[src/rtl/pc_fetch_unit_pkg.sv]
// Shared fetch-unit definitions: FSM state encoding, fault codes and instruction width.
package pc_fetch_unit_pkg;

    localparam int unsigned INSTR_W = 32;

    typedef enum logic [1:0] {
        IDLE  = 2'd0,
        REQ   = 2'd1,
        HOLD  = 2'd2,
        FAULT = 2'd3
    } fetchState_e;

    localparam logic [1:0] FC_NONE     = 2'b00;
    localparam logic [1:0] FC_MISALIGN = 2'b01;
    localparam logic [1:0] FC_TIMEOUT  = 2'b10;

    function automatic logic isAligned(input logic [63:0] pc);
        return (pc[1:0] == 2'b00);
    endfunction

endpackage

[src/rtl/pc_fetch_unit_if.sv]
// Instruction-memory request/ready handshake between the fetch unit and memory.
interface pc_fetch_unit_if;
    import pc_fetch_unit_pkg::*;

    logic               req;
    logic [63:0]        addr;
    logic               ready;
    logic [INSTR_W-1:0] rdata;

    modport master (output req, output addr, input ready, input rdata);
    modport slave  (input req, input addr, output ready, output rdata);

endinterface

[src/rtl/pc_fetch_unit_fetch_timeout_counter.sv]
// Counts cycles a fetch request has waited; expiry fires once the count sits at TIMEOUT-1.
module fetch_timeout_counter #(
    parameter int unsigned TIMEOUT = 16
) (
    input  logic clk_i,
    input  logic rst_i,
    input  logic clear_i,
    input  logic enable_i,
    output logic expired_o
);

    localparam int unsigned CW = (TIMEOUT > 1) ? $clog2(TIMEOUT) : 1;
    localparam logic [CW-1:0] LAST = CW'(TIMEOUT - 1);

    logic [CW-1:0] count_q;
    logic [CW-1:0] count_d;

    always_comb begin
        count_d = count_q;
        if (clear_i) begin
            count_d = '0;
        end else if (enable_i) begin
            count_d = count_q + CW'(1);
        end
    end

    always_ff @(posedge clk_i) begin
        if (rst_i) begin
            count_q <= '0;
        end else begin
            count_q <= count_d;
        end
    end

    // TIMEOUT of zero means the wait is unbounded.
    assign expired_o = (TIMEOUT != 0) && (count_q == LAST);

endmodule

[src/rtl/pc_fetch_unit.sv]
// Architectural PC register and fetch FSM: requests the word at the PC, holds it for decode, advances on retire.
module pc_fetch_unit
    import pc_fetch_unit_pkg::*;
#(
    parameter logic [63:0] RESET_PC = 64'h0,
    parameter int unsigned TIMEOUT  = 16,
    parameter int unsigned CNT_W    = 32
) (
    input  logic               clk_i,
    input  logic               rst_i,
    input  logic [63:0]        nextPc_i,
    input  logic               advance_i,
    pc_fetch_unit_if.master    imem,
    output logic [63:0]        currentPc_o,
    output logic [INSTR_W-1:0] instr_o,
    output logic               instrValid_o,
    output logic               fault_o,
    output logic [1:0]         faultCode_o,
    output logic [CNT_W-1:0]   retiredCount_o
);

    fetchState_e        state_q, state_d;
    logic [63:0]        currentPc_q, currentPc_d;
    logic [INSTR_W-1:0] instr_q, instr_d;
    logic               instrValid_q, instrValid_d;
    logic [1:0]         faultCode_q, faultCode_d;
    logic [CNT_W-1:0]   retiredCount_q, retiredCount_d;
    logic               toClear, toEnable, toExpired;

    fetch_timeout_counter #(.TIMEOUT(TIMEOUT)) u_timeout (
        .clk_i     (clk_i),
        .rst_i     (rst_i),
        .clear_i   (toClear),
        .enable_i  (toEnable),
        .expired_o (toExpired)
    );

    always_comb begin
        state_d        = state_q;
        currentPc_d    = currentPc_q;
        instr_d        = instr_q;
        instrValid_d   = instrValid_q;
        faultCode_d    = faultCode_q;
        retiredCount_d = retiredCount_q;
        toClear        = 1'b1;
        toEnable       = 1'b0;
        case (state_q)
            IDLE: begin
                if (!isAligned(RESET_PC)) begin
                    state_d     = FAULT;
                    faultCode_d = FC_MISALIGN;
                end else begin
                    state_d = REQ;
                end
            end
            REQ: begin
                if (imem.ready) begin
                    instr_d      = imem.rdata;
                    instrValid_d = 1'b1;
                    state_d      = HOLD;
                end else begin
                    toClear  = 1'b0;
                    toEnable = 1'b1;
                    if (toExpired) begin
                        state_d     = FAULT;
                        faultCode_d = FC_TIMEOUT;
                    end
                end
            end
            HOLD: begin
                if (advance_i) begin
                    retiredCount_d = retiredCount_q + CNT_W'(1);
                    instrValid_d   = 1'b0;
                    // A misaligned target still retires the held instruction but keeps the old PC.
                    if (isAligned(nextPc_i)) begin
                        currentPc_d = nextPc_i;
                        state_d     = REQ;
                    end else begin
                        state_d     = FAULT;
                        faultCode_d = FC_MISALIGN;
                    end
                end
            end
            FAULT: begin
                state_d = FAULT;
            end
        endcase
    end

    always_ff @(posedge clk_i) begin
        if (rst_i) begin
            state_q        <= IDLE;
            currentPc_q    <= RESET_PC;
            instr_q        <= '0;
            instrValid_q   <= 1'b0;
            faultCode_q    <= FC_NONE;
            retiredCount_q <= '0;
        end else begin
            state_q        <= state_d;
            currentPc_q    <= currentPc_d;
            instr_q        <= instr_d;
            instrValid_q   <= instrValid_d;
            faultCode_q    <= faultCode_d;
            retiredCount_q <= retiredCount_d;
        end
    end

    assign imem.req       = (state_q == REQ);
    assign imem.addr      = currentPc_q;
    assign currentPc_o    = currentPc_q;
    assign instr_o        = instr_q;
    assign instrValid_o   = instrValid_q;
    assign fault_o        = (state_q == FAULT);
    assign faultCode_o    = faultCode_q;
    assign retiredCount_o = retiredCount_q;

endmodule

[src/flat_wrapper.sv]
// flat-port wrapper written by rule: the top's interface ports become plain ports
module pc_fetch_unit_flat import pc_fetch_unit_pkg::*;
#(
    parameter logic [63:0] RESET_PC = 64'h0,
    parameter int unsigned TIMEOUT  = 16,
    parameter int unsigned CNT_W    = 32
)
  (clk_i, rst_i, nextPc_i, advance_i, currentPc_o, instr_o, instrValid_o, fault_o, faultCode_o, retiredCount_o, imem_req, imem_addr, imem_ready, imem_rdata);
  pc_fetch_unit_if imem_i ();
  input  logic clk_i;
  input  logic rst_i;
  input  logic [63:0] nextPc_i;
  input  logic advance_i;
  output logic [63:0] currentPc_o;
  output logic [INSTR_W-1:0] instr_o;
  output logic instrValid_o;
  output logic fault_o;
  output logic [1:0] faultCode_o;
  output logic [CNT_W-1:0] retiredCount_o;
  output wire logic [$bits(imem_i.req)-1:0] imem_req;
  output wire logic [$bits(imem_i.addr)-1:0] imem_addr;
  input wire logic [$bits(imem_i.ready)-1:0] imem_ready;
  input wire logic [$bits(imem_i.rdata)-1:0] imem_rdata;
  assign imem_req = imem_i.req;
  assign imem_addr = imem_i.addr;
  assign imem_i.ready = imem_ready;
  assign imem_i.rdata = imem_rdata;
  pc_fetch_unit #(.RESET_PC(RESET_PC), .TIMEOUT(TIMEOUT), .CNT_W(CNT_W)) u_core (.clk_i(clk_i), .rst_i(rst_i), .nextPc_i(nextPc_i), .advance_i(advance_i), .imem(imem_i), .currentPc_o(currentPc_o), .instr_o(instr_o), .instrValid_o(instrValid_o), .fault_o(fault_o), .faultCode_o(faultCode_o), .retiredCount_o(retiredCount_o));
endmodule
[config.mk]
export PLATFORM = sky130hd
export DESIGN_NAME = pc_fetch_unit_flat
export DESIGN_NICKNAME = d
export VERILOG_FILES = /design/src/rtl/pc_fetch_unit_pkg.sv /design/src/rtl/pc_fetch_unit_if.sv /design/src/rtl/pc_fetch_unit_fetch_timeout_counter.sv /design/src/rtl/pc_fetch_unit.sv /design/src/flat_wrapper.sv
export SDC_FILE = /design/constraint.sdc
export NUM_CORES = 1
export LEC_CHECK = 0
export CAP_MARGIN = 0
export CORE_AREA = 2 2 168 104
export DETAILED_ROUTE_END_ITERATION = 10
export DIE_AREA = 0 0 170 106
export PLACE_DENSITY = 0.75
export REMOVE_ABC_BUFFERS = 1
export SLEW_MARGIN = 20
export SYNTH_ARGS = -nofsm -noshare
export SYNTH_HDL_FRONTEND = slang
export SYNTH_SLANG_ARGS = --single-unit
[constraint.sdc]
create_clock -name clk_i -period 2.33 [get_ports clk_i]
set_input_delay 0.466 -clock clk_i [delete_from_list [all_inputs] [get_ports clk_i]]
set_output_delay 0.466 -clock clk_i [all_outputs]
set_load 0.01 [all_outputs]
==> results.py <==
metrics = {
    "power": {
        "power_frac_comb": 0.078,
        "power.density_nw_per_um2": 642,
        "power_switching_mw": 1.26,
        "p_sw_frac": 0.216,
        "power_leakage_nw": 3.11,
        "p_int_mw": 4.57,
        "ir_drop_mv": 0.490,
        "seq_power_share": 0.414,
        "total_power_mw": 5.83,
        "clock_power_share": 0.508,
    },
    "clock_tree": {
        "clk_pin_slew_ns": 0.06,
        "cts_resized": 0,
        "htree_levels": 4,
        "cts.sinks": 137,
        "cts_inserted_buffers": 17,
        "root_buffer": "clkbuf_16",
        "post_cts_buffers": 0,
        "cts-hold-fix-buffers": 0,
        "cts_tree": "yes",
        "clkLatencyLatePin_ns": 0.40,
        "clk_path_buf_depth": 2,
    },
    "sta": {
        "fin_crit_sh": 0.890,
        "setup_ws_ns": 0.255,
        "final-setup-viol-count": 0,
        "fmax_ghz": 0.482,
        "tns_ns": 0,
        "worst_slew_pin_slew_ns": 0.560,
        "hold_viol": 0,
        "relSlewSlack": 0.627,
        "post-route-min-period_ns": 2.07,
        "finalMaxSlewViolations": 0,
        "rsz0062_at_grt": "no",
        "finClkSkew_ns": 0.0118,
    },
    "place": {
        "place_ws_ns": 0.0682,
        "globalplace.congestion": 0.783,
        "dpl-instance-area_um2": 8430,
        "port_buffers": 296,
        "dp.final_hpwl_um": 12800,
    },
    "global_route": {
        "grt_use_met2": 0.303,
        "top_usage_layer": "met2",
        "grt_max_degree": 68,
        "gr-usage-all-layers": 0.186,
        "grtUsageMet3": 0.0640,
        "grt_pass1_vias": 5041,
        "antenna_found_initial": 0,
        "grt_pass1_wl_um": 26600,
        "met1_usage": 0.240,
        "grt_overflow": 0,
    },
    "detailed_routing": {
        "routed_wl_um": 17400,
        "avgRoutedWirePerCell_um": 15.0,
        "ant_nets": 0,
        "drt_iter0_drc": 391,
        "drc_errors": 0,
        "vias": 5495,
        "dr.pass1.iters": 4,
        "vias_per_cell": 4.75,
    },
    "synthesis": {
        "yosysTopAreaCellShare": 0.481,
        "synth_edf_count": 0,
        "ys_warn_count": 0,
        "netlist_area_um2": 5700,
        "ys_top_cells_by_count": "nand2_1 (199), dfxtp_1 (137), a21oi_1 (112)",
        "synth_top_cell_by_area": "dfxtp_1",
        "yosysMostFrequentCell": "nand2_1",
        "async_flop_share": 0,
        "syn_avg_cell_area_um2": 8.07,
        "ys_seq_area_frac": 0.481,
        "synth_area_leaders": "dfxtp_1 (48%), nand2_1 (13%), a21oi_1 (9.8%), buf_4 (8.8%), clkbuf_1 (2.1%)",
        "synth-seq-cells": 137,
        "netlist-cell-type-count": 38,
        "syn_inst": 707,
        "synthFlopType": "dfxtp_1",
    },
    "worst_setup_path": {
        "reg2reg_setup_slack_ns": 0.36,
        "crit_path_end_kind": "output pin",
        "reg2reg_to": "u_core.retiredCount_o[24]",
        "r2r-start": "u_core.retiredCount_o[12]",
        "critPathCapture": "imem_req",
        "ff2ff_path_depth": 5,
        "cp_max_fo": 8,
        "critPathLaunch": "u_core.state_q[1]",
        "cp-start-kind": "flop",
        "path_class": "flop to output pin",
        "cp.required_ns": 1.86,
        "cp.arrival_ns": 1.61,
    },
    "floorplanning": {
        "rows": 37,
        "core-area_um2": 16700,
        "die_w_um": 170,
        "fp.dieArea_um2": 18000,
        "io_pins": 297,
        "die_h_um": 106,
        "initial_core_util": 0.342,
    },
    "final_layout": {
        "layout.nets": 1031,
        "areaGrowthSynthToFinish_pct": 59.1,
        "fin_area_um2": 9080,
        "diodes": 0,
        "num-fill-cells": 1533,
        "drive_above_1_share": 0.0616,
        "fin_util": 0.545,
    },
    "job": {
        "cap_violations": 0,
    },
    "min_path": {
        "hp-class": "flop to flop",
    },
    "status": {
        "run_status": "complete, no violations",
    },
}
==> stage by stage <==
step / std cells / hold WS [ns]
after global placement: 1124 / 0.432
after detailed placement: 1124 / 0.440
after floorplan: 598 / 0.418
after global routing: 1156 / 0.471
after CTS: 1156 / 0.453
final: 1156 / 0.447
==> flip-flops by register name, summed over array words and instances (netlist names) <==
name	cells
u_core.u_timeout.count_q	4
u_core.retiredCount_o	32
u_core.instrValid_o	1
u_core.state_q	2
u_core.faultCode_o	2
u_core.instr_o	32
u_core.currentPc_o	64
==> metal layers <==
layer,wire [um],part of all wire,up-vias
li1,-,-,2745
met3,1380,0.079,5
met5,0,0,-
met4,67,0.0039,0
met2,8150,0.47,185
met1,7770,0.45,2560
==> power by group through the flow <==
stage          Combinational [mW]  Sequential, mW  Clock (mW)
2_1_floorplan              0.0853            2.49           0
3_3_place_gp                0.452            2.46           0
3_5_place_dp                0.454            2.47           0
4_1_cts                     0.456            2.42        3.03
5_1_grt                     0.492            2.42        3.14
6_report                    0.453            2.41        2.96
==> cells in the final DEF, fill, tap and decap left out, drive strengths merged, types with 14 or more instances in the layout <==
cell           synthesis  routed
nand3                 15      15
nand4                 14      14
nor2                  28      28
nand2                201     201
dfxtp                137     137
buf                   77      17
clkdlybuf4s50          0     295
a21oi                112     112
clkbuf                32      18
==> kinds of logic (layout without fill, tap and decap cells) <==
kind of cell / Yosys count / after routing / share of synthesized area
xor gates and xnor gates: 12 / 12 / 0.0184
and+or+nand+nor: 307 / 307 / 0.242
adders and majority gates: 2 / 2 / 0.00439
buffers and inverters: 113 / 348 / 0.122
AOI/OAI and AO/OA: 131 / 131 / 0.122
muxes: 5 / 5 / 0.00987
DFF: 137 / 137 / 0.481
==> critical path, stage by stage (launching register included) <==
cell,delay [ns]
dfxtp_1,0.36
nand2b_1,0.19
inv_1,0.10
clkdlybuf4s50_1,0.56
==> final cells by class <==
class,count,area (um^2),area share
Multi-Input combinational cell,457,2270,0.250
Sequential cell,137,2740,0.302
Inverter,4,15.0,0.00165
Clock buffer,18,429,0.0473
Tap cell,214,268,0.0295
Timing Repair Buffer,312,3130,0.345
Clock inverter,14,219,0.0241
==> how the worst min path moves through the flow <==
| stage | startpoint | endpoint | slack (ns) | cells after the start |
|---|---|---|---|---|
| floorplan | u_core.u_timeout.count_q[0] | u_core.u_timeout.count_q[0] | 0.42 | 1 |
| global placement | u_core.u_timeout.count_q[0] | u_core.u_timeout.count_q[0] | 0.43 | 1 |
| finish | u_core.u_timeout.count_q[0] | u_core.u_timeout.count_q[0] | 0.45 | 1 |
| CTS | u_core.u_timeout.count_q[0] | u_core.u_timeout.count_q[0] | 0.45 | 1 |
| global route | u_core.instr_o[28] | u_core.instr_o[28] | 0.47 | 2 |
| detailed placement | u_core.u_timeout.count_q[0] | u_core.u_timeout.count_q[0] | 0.44 | 1 |
No activity file was read; power rests on OpenSTA's default activity.
